`config.mk`:
```
export PLATFORM = sky130hd
export DESIGN_NAME = interp_scaler_p
export DESIGN_NICKNAME = d
export VERILOG_FILES = /design/src/rtl/interp_scaler_p.sv
export SDC_FILE = /design/constraint.sdc
export NUM_CORES = 1
export LEC_CHECK = 0
export BUFFER_PORTS_ARGS = -buffer_cell sky130_fd_sc_hd__buf_2
export CAP_MARGIN = 20
export CORE_MARGIN = 8
export CORE_UTILIZATION = 40
export DETAILED_ROUTE_END_ITERATION = 6
export PLACE_DENSITY = 0.59
export SLEW_MARGIN = 5
export SYNTH_ARGS = -nofsm -noshare
export SYNTH_HDL_FRONTEND = slang
export SYNTH_SLANG_ARGS = --single-unit
export TNS_END_PERCENT = 1
```
`constraint.sdc`:
```
create_clock -name clk -period 9.5 [get_ports clk]
set_input_delay 1.9 -clock clk [delete_from_list [all_inputs] [get_ports clk]]
set_output_delay 1.9 -clock clk [all_outputs]
set_load 0.01 [all_outputs]
```
`src/rtl/interp_scaler_p.sv`:
```
// Parametrised bilinear/nearest window scaler reading a synchronous ROM.
// Define INTERP_ROUND_EN to round bilinear results half up instead of truncating.
module interp_scaler_p #(
  parameter int DW       = 8,
  parameter int IMG_LOG2 = 6,
  parameter int SZ_W     = 4,
  parameter int FRAC     = 4,
  parameter int RD_LAT   = 1
) (
  input  logic                  clk,
  input  logic                  RST,
  input  logic                  START,
  input  logic                  MODE,
  input  logic [IMG_LOG2-1:0]   H0,
  input  logic [IMG_LOG2-1:0]   V0,
  input  logic [SZ_W-1:0]       SW,
  input  logic [SZ_W-1:0]       SH,
  output logic                  REN,
  output logic [2*IMG_LOG2-1:0] ADDR,
  input  logic [DW-1:0]         R_DATA,
  output logic [DW-1:0]         O_DATA,
  output logic                  O_VALID,
  input  logic                  O_READY,
  output logic                  BUSY,
  output logic                  DONE
);

  localparam int OUT_N = (1 << FRAC) + 1;
  localparam int CW    = FRAC + 1;
  localparam int PW    = FRAC + 1 + SZ_W;
  localparam int IW    = SZ_W + 1;
  localparam int WW    = FRAC + 1;
  localparam int AW    = 2*DW + 2*FRAC + 2;
  localparam logic [CW-1:0] LAST = CW'(OUT_N - 1);

  typedef enum logic [2:0] {
    S_IDLE, S_FETCH, S_WAIT, S_CAPTURE, S_CALC, S_OUT
  } state_t;

  state_t                state_q, state_d;
  logic [IMG_LOG2-1:0]   h0_q, h0_d, v0_q, v0_d;
  logic [SZ_W-1:0]       sw1_q, sw1_d, sh1_q, sh1_d;
  logic                  mode_q, mode_d;
  logic [CW-1:0]         i_q, i_d, j_q, j_d;
  logic [1:0]            sel_q, sel_d;
  logic [1:0]            wcnt_q, wcnt_d;
  logic [DW-1:0]         ul_q, ul_d, ur_q, ur_d, ll_q, ll_d, lr_q, lr_d;
  logic                  ren_q, ren_d;
  logic [2*IMG_LOG2-1:0] addr_q, addr_d;
  logic [DW-1:0]         odata_q, odata_d;
  logic                  ovalid_q, ovalid_d;
  logic                  busy_q, busy_d;
  logic                  done_q, done_d;

  logic [PW-1:0]         px, py;
  logic [IW-1:0]         ix, iy;
  logic [FRAC-1:0]       fx, fy;
  logic [WW-1:0]         wx0, wx1, wy0, wy1;
  logic                  need_ur, need_ll, need_lr;
  logic                  dx, dy;
  logic [IMG_LOG2-1:0]   col, row;
  logic [AW-1:0]         top, bot, acc, res;
  logic [DW-1:0]         calc_pix;

  assign px  = PW'(i_q) * PW'(sw1_q);
  assign py  = PW'(j_q) * PW'(sh1_q);
  assign ix  = px[PW-1:FRAC];
  assign iy  = py[PW-1:FRAC];
  assign fx  = px[FRAC-1:0];
  assign fy  = py[FRAC-1:0];
  assign wx1 = WW'(fx);
  assign wy1 = WW'(fy);
  assign wx0 = WW'(1 << FRAC) - wx1;
  assign wy0 = WW'(1 << FRAC) - wy1;

  assign need_ur = |fx;
  assign need_ll = |fy;
  assign need_lr = need_ur & need_ll;

  // Nearest rounds each axis by the top fraction bit; bilinear walks UL,UR,LL,LR via sel.
  assign dx  = mode_q ? fx[FRAC-1] : sel_q[0];
  assign dy  = mode_q ? fy[FRAC-1] : sel_q[1];
  assign col = h0_q + IMG_LOG2'(ix) + IMG_LOG2'(dx);
  assign row = v0_q + IMG_LOG2'(iy) + IMG_LOG2'(dy);

  assign top = AW'(ul_q) * AW'(wx0) + AW'(ur_q) * AW'(wx1);
  assign bot = AW'(ll_q) * AW'(wx0) + AW'(lr_q) * AW'(wx1);
  assign acc = top * AW'(wy0) + bot * AW'(wy1);
`ifdef INTERP_ROUND_EN
  assign res = acc + (AW'(1) << (2*FRAC - 1));
`else
  assign res = acc;
`endif
  assign calc_pix = DW'(res >> (2*FRAC));

  always_comb begin
    state_d  = state_q;
    h0_d     = h0_q;
    v0_d     = v0_q;
    sw1_d    = sw1_q;
    sh1_d    = sh1_q;
    mode_d   = mode_q;
    i_d      = i_q;
    j_d      = j_q;
    sel_d    = sel_q;
    wcnt_d   = wcnt_q;
    ul_d     = ul_q;
    ur_d     = ur_q;
    ll_d     = ll_q;
    lr_d     = lr_q;
    ren_d    = 1'b1;
    addr_d   = addr_q;
    odata_d  = odata_q;
    ovalid_d = ovalid_q;
    busy_d   = busy_q;
    done_d   = 1'b0;

    case (state_q)
      S_IDLE: begin
        if (START) begin
          h0_d    = H0;
          v0_d    = V0;
          sw1_d   = (SW == '0) ? '0 : SW - SZ_W'(1);
          sh1_d   = (SH == '0) ? '0 : SH - SZ_W'(1);
          mode_d  = MODE;
          i_d     = '0;
          j_d     = '0;
          sel_d   = '0;
          busy_d  = 1'b1;
          state_d = S_FETCH;
        end
      end
      S_FETCH: begin
        addr_d  = {row, col};
        ren_d   = 1'b0;
        wcnt_d  = '0;
        state_d = (RD_LAT > 1) ? S_WAIT : S_CAPTURE;
      end
      S_WAIT: begin
        if (wcnt_q == 2'(RD_LAT - 2)) state_d = S_CAPTURE;
        else                          wcnt_d  = wcnt_q + 2'd1;
      end
      S_CAPTURE: begin
        if (mode_q) begin
          odata_d  = R_DATA;
          ovalid_d = 1'b1;
          state_d  = S_OUT;
        end else begin
          case (sel_q)
            2'd0:    ul_d = R_DATA;
            2'd1:    ur_d = R_DATA;
            2'd2:    ll_d = R_DATA;
            default: lr_d = R_DATA;
          endcase
          // Skipped corners keep stale data but carry a zero weight.
          state_d = S_CALC;
          case (sel_q)
            2'd0: begin
              if (need_ur)      begin sel_d = 2'd1; state_d = S_FETCH; end
              else if (need_ll) begin sel_d = 2'd2; state_d = S_FETCH; end
            end
            2'd1: if (need_ll) begin sel_d = 2'd2; state_d = S_FETCH; end
            2'd2: if (need_lr) begin sel_d = 2'd3; state_d = S_FETCH; end
            default: ;
          endcase
        end
      end
      S_CALC: begin
        odata_d  = calc_pix;
        ovalid_d = 1'b1;
        state_d  = S_OUT;
      end
      S_OUT: begin
        if (O_READY) begin
          ovalid_d = 1'b0;
          sel_d    = '0;
          if (i_q == LAST && j_q == LAST) begin
            i_d     = '0;
            j_d     = '0;
            done_d  = 1'b1;
            busy_d  = 1'b0;
            state_d = S_IDLE;
          end else begin
            if (i_q == LAST) begin
              i_d = '0;
              j_d = j_q + CW'(1);
            end else begin
              i_d = i_q + CW'(1);
            end
            state_d = S_FETCH;
          end
        end
      end
      default: state_d = S_IDLE;
    endcase
  end

  always_ff @(posedge clk or posedge RST) begin
    if (RST) begin
      state_q  <= S_IDLE;
      h0_q     <= '0;
      v0_q     <= '0;
      sw1_q    <= '0;
      sh1_q    <= '0;
      mode_q   <= 1'b0;
      i_q      <= '0;
      j_q      <= '0;
      sel_q    <= '0;
      wcnt_q   <= '0;
      ul_q     <= '0;
      ur_q     <= '0;
      ll_q     <= '0;
      lr_q     <= '0;
      ren_q    <= 1'b1;
      addr_q   <= '0;
      odata_q  <= '0;
      ovalid_q <= 1'b0;
      busy_q   <= 1'b0;
      done_q   <= 1'b0;
    end else begin
      state_q  <= state_d;
      h0_q     <= h0_d;
      v0_q     <= v0_d;
      sw1_q    <= sw1_d;
      sh1_q    <= sh1_d;
      mode_q   <= mode_d;
      i_q      <= i_d;
      j_q      <= j_d;
      sel_q    <= sel_d;
      wcnt_q   <= wcnt_d;
      ul_q     <= ul_d;
      ur_q     <= ur_d;
      ll_q     <= ll_d;
      lr_q     <= lr_d;
      ren_q    <= ren_d;
      addr_q   <= addr_d;
      odata_q  <= odata_d;
      ovalid_q <= ovalid_d;
      busy_q   <= busy_d;
      done_q   <= done_d;
    end
  end

  assign REN     = ren_q;
  assign ADDR    = addr_q;
  assign O_DATA  = odata_q;
  assign O_VALID = ovalid_q;
  assign BUSY    = busy_q;
  assign DONE    = done_q;

endmodule
```
# Word level (Yosys, flattened, before mapping)
# Cells that the tools add are included.
[totals]
output_inout_bits = 24
elab_cells = 137
ff_bits = 94
in_bits = 33
[op_classes]
bitwise = 3
n_mul = 8
mux = 46
n_reduce_logical = 26
add_sub_neg = 14
n_eq_ne = 20
[ops]
columns = ["cell", "count"]
rows = [
  ["$mux W5", 7],
  ["$add A13 B12 Y14", 2],
  ["$mul A8 B5 Y13", 2],
  ["$mul A8 B4 Y12", 2],
  ["$mux W3", 7],
  ["$reduce_and A3 Y1", 7],
  ["$pmux W5 S2", 2],
  ["$mul A5 B4 Y9", 2],
  ["$pmux W3 S6", 1],
  ["$add A16 B16 Y16", 1],
  ["$mul A14 B4 Y16", 1],
  ["$mul A14 B5 Y16", 1],
  ["$pmux W8 S2", 1],
  ["$mux W2", 7],
  ["$ne A2 B2 Y1 const B", 7],
  ["$add A6 B1 Y6", 2],
  ["$add A6 B5 Y6", 2],
  ["$mux W1", 12],
  ["$pmux W2 S3", 2],
  ["$add A5 B1 Y5 const B", 2],
  ["$eq A5 B5 Y1 const B", 2],
  ["$sub A5 B4 Y5 const A", 2],
  ["$pmux W3 S3", 1],
  ["$logic_not A4 Y1", 2],
  ["26 further kinds", 40],
]

# Longest topological paths before layout
[depth]
depth_word = 7
ltp_mapped = 44
mapped_depth_nobuf = 41

# Worst setup path after synthesis
# Ideal clock, no wire load.
[synth_path]
path_kind = "register to register"
from = "register i_q[0]"
to = "register odata_q[7], in the netlist O_DATA[7]"
path_buffers = 4
t_required_ps = 9354
setup_slack_ps = -1036
period_less_slack_ps = 10536
arrival_ps = 10390
path_stages_with_launch = 42
setup_time_ps = 146
cell_sequence = "dfrtp_1 -> clkbuf_1 -> and2_1 -> fa_1 -> fa_1 -> inv_1 -> fa_1 -> clkbuf_1 -> xnor2_1 -> clkbuf_1 -> nor2b_1 -> fa_1 -> fa_1 -> fa_1 -> inv_1 -> fa_1 -> inv_1 -> ha_1 -> (+6 left out) -> xnor2_1 -> nand2_1 -> fa_1 -> inv_1 -> fa_1 -> fa_1 -> inv_1 -> fa_1 -> inv_1 -> ha_1 -> nand2_1 -> a21oi_1 -> a21oi_1 -> o211ai_1 -> a311oi_1 -> xnor3_1 -> xnor2_1 -> mux2i_1"
[synth_via]
elab_chain_len = 7
word_cells_on_any_way = 12
cone_classes = "add/sub (4); mul (7); mux (1)"
[synth_lines]
columns = ["element", "line", "source"]
rows = [
  ["start: declaration", "44", "logic [CW-1:0] i_q, i_d, j_q, j_d;"],
  ["start signal: assignment", "227", "i_q <= i_d;"],
  ["$mul A5 B4 Y9 (*)", "65", "assign px = PW'(i_q) * PW'(sw1_q);"],
  ["$sub A5 B4 Y5", "73", "assign wx0 = WW'(1 << FRAC) - wx1;"],
  ["$mul A8 B5 Y13, on equally long branches", "86, 87", ""],
  ["$add A13 B12 Y14, on equally long branches", "86, 87", ""],
  ["$mul A14 B5 Y16 or $mul A14 B4 Y16 (tied branches)", "88", "assign acc = top * AW'(wy0) + bot * AW'(wy1);"],
  ["$add A16 B16 Y16 (*)", "88", ""],
  ["$pmux W8 S2 (*)", "118", "case (state_q)"],
  ["end signal: assignment", "237", "odata_q <= odata_d;"],
  ["end: declaration", "50", "logic [DW-1:0] odata_q, odata_d;"],
]
# Every way passes the cells marked *; elsewhere a longest branch is shown, timed or not.
# A chain may end at the register's enable or synchronous reset.

# Worst setup path after layout
[layout_path]
from = "register sw1_q[3]"
to = "register odata_q[7], in the netlist O_DATA[7]"
[layout_via]
elab_chain_len = 7
word_cells_on_any_way = 12
cone_classes = "add/sub (4); mul (7); mux (1)"
[layout_lines]
columns = ["element", "line", "source"]
rows = [
  ["start: declaration", "42", "logic [SZ_W-1:0] sw1_q, sw1_d, sh1_q, sh1_d;"],
  ["start signal: assignment", "224", "sw1_q <= sw1_d;"],
  ["$mul A5 B4 Y9 (*)", "65", ""],
  ["$sub A5 B4 Y5", "73", ""],
  ["$mul A8 B5 Y13, on equally long branches", "86, 87", ""],
  ["$add A13 B12 Y14, on equally long branches", "86, 87", ""],
  ["$mul A14 B5 Y16 or $mul A14 B4 Y16 (tied branches)", "88", ""],
  ["$add A16 B16 Y16 (*)", "88", ""],
  ["$pmux W8 S2 (*)", "118", ""],
]
# Marks and branches as above.

==> results.ini <==
[clocking]
cts_buffers=9
clk_pin_slew_ps=70
hold_buffers=0
ctsLongestPathBuffers=2
clock-sinks=94
root_buffer=clkbuf_16
cts_tree=built
clk_latency_ps=360
htreeDepth=3

[logic_synthesis]
yosys-top-cells-area=fa_1, dfrtp_1, ha_1, inv_1, nand2_1
yosysTopAreaCell=fa_1
syn-num-nets=1806
synth-seq-area-share_pct=17.5
synth.most_common_cell=inv_1
async_flop_share_pct=100
synth-edff-count=0
synth_ff_type=dfrtp_1
synth_top_area_share_pct=29.2
synth_cell_types=54
ys_warn_count=0
syn_inst=1453
syn_area_sq_um=13400
synth_seq_cells=94
synthTopCellsByCount=inv_1, fa_1, nand2_1
synth.avg_cell_area_sq_um=9.24

[worst_setup_path]
endpoint_kind=flop
start_kind=flop
crit_family=adder cells
crit_type=flop to flop
cp_data_required_time_ps=9730
slowest_delay_ps=560
cp.arrival_ps=9890
crit_buf_inv=7
cpMaxStageDelayCell=fa_1
path_max_fanout=7
path_common_cell=fa_1

[grt]
grt_max_degree=65
grtUsageTotal_pct=17.8
antenna_found_initial=1
grt_pass1_wl_um=56300
grt-ovfl-total=0
grt_pass1_vias=10800

[timing]
timing.hold.ws_ps=480
relSlewSlack_pct=43.1
worstMarginPinSlew_ps=851
skew_ps=13.0
slew_viol_final=0
rsz0062_at_grt=true
fin_setup_tns_ps=-299
fmax_mhz=104
finalHoldViolations=0
layout_worst_path_cycle_share_pct=102
setup_viol=3
min_period_ps=9660
setup_slack_ps=-157

[final_layout]
multi_input_area_sq_um=10600
area_growth_syn_to_layout_pct=19.3
layout-drive-gt1-share_pct=21.9
finalNetCount=1950
final-seq-area_sq_um=2350
final_area_sq_um=16000
fillers=3176

[die]
rows=67
chipWidth_um=199
start_util_pct=40.4
ios=57
dieArea_sq_um=39700
die_y_um=199
fp.coreArea_sq_um=33300

[place]
placed_cell_area_sq_um=15300
pre_cts_ws_ps=-524
place_congestion=0.856
portBuffers=56
dp_hpwl_um=27700

[outcome]
failed_checks=negative setup slack
status=finished, violations left

[route]
wirelength_um=33600
drt_iter0_markers=419
vias=10100
ant_nets=0
wl_met3_um=861
routed_via_density=4.91
drt_first_pass_iters=5
wl_per_cell_um=16.4
m1WireLength_um=16200
met2_length_um=15900
dr.max_layer_used=met4
route.detailed.drc=0

[worst_hold_path]
hold_class=flop to flop

[run]
maxCapViolations=0

-- cell usage in the layout (no fill, tap or decap), types with 15 or more instances in the layout --
cell,n
o21ai_0,41
nor3_1,15
buf_2,56
mux2_2,49
and2_1,90
and3_1,31
nand2_1,156
nor2b_1,37
dfrtp_1,93
xnor2_1,27
nor2_1,55
buf_4,109
inv_1,253
ha_4,16
fa_1,190
a21oi_1,35
ha_1,107
xor2_1,22
-- final cells by class --
class                   instances  share of cell area [%]
flip-flops and latches         94                    14.7
diodes                          1                  0.0156
clock inverters                 6                   0.742
well taps                     448                    3.50
repair buffers                174                    7.51
multi-input cells            1054                    65.9
clock buffers                   9                    1.41
inverters                     264                    6.20
-- worst min-delay path, cell delays in order (launching register included) --
cell and delay [ps]:
dfrtp_1 340, nand2_1 40, o21ai_0 60
-- metrics by stage --
stage	util (%)	cells
floorplan	-	1453
global placement	45.8	2021
detailed placement	45.8	2022
CTS	47.9	2048
global route	48.2	2049
finish	48.2	2050
-- path summary, 6_finish.rpt --
check | from | endpoint | slack [ps] | depth (start not counted)
worst max-delay path | sw1_q[3]$_DFFE_PP0P_ | O_DATA[7]$_DFFE_PP0P_ | -160 | 34
worst min-delay path | ADDR[9]$_DFFE_PP0P_ | ADDR[9]$_DFFE_PP0P_ | 480 | 2
worst max register to register | sw1_q[3]$_DFFE_PP0P_ | O_DATA[7]$_DFFE_PP0P_ | -160 | 34
max in group asynchronous | RST | mode_q$_DFFE_PP0P_ | 6770 | 3
worst min register to register | ADDR[9]$_DFFE_PP0P_ | ADDR[9]$_DFFE_PP0P_ | 480 | 2
min in group asynchronous | RST | ll_q[3]$_DFFE_PP0P_ | 1540 | 2
-- registers in the layout, summed over array words and instances, names as in the netlist --
name,flops
ul_q,8
REN,1
sel_q,2
h0_q,6
state_q,3
DONE,1
ll_q,8
ur_q,8
BUSY,1
v0_q,6
O_VALID,1
mode_q,1
wcnt_q,2
sw1_q,4
i_q,5
lr_q,8
j_q,5
ADDR,12
O_DATA,8
sh1_q,4
-- layer usage --
| metal | vias to the layer above | global-route usage (%) |
|---|---|---|
| li1 | 4840 | - |
| met4 | 0 | 4.42 |
| met1 | 5054 | 24.9 |
| met2 | 137 | 29.3 |
| met5 | - | 0 |
| met3 | 32 | 1.65 |
-- what timing repair did --
| action | CTS | global route |
|---|---|---|
| setup endpoints to repair | 8 | 8 |
| cloned | 0 | 0 |
| buffers inserted | 11 | 0 |
| resized for setup | 61 | 14 |
| pin swaps | 79 | 7 |
-- kinds of logic (layout without fill, tap and decap cells) --
family	after synthesis	in the layout	share of synthesized area, %
fa+ha+maj	320	320	40.8
other cells	0	1	0
xor+xnor	63	63	4.21
mux	57	57	4.70
simple gates	465	465	17.3
compound gates	149	149	7.00
flops	94	94	17.5
buf+inv	305	453	8.53
Power is not shown: default switching activity piles up to over one toggle a cycle in this logic, so the estimate is an artifact.
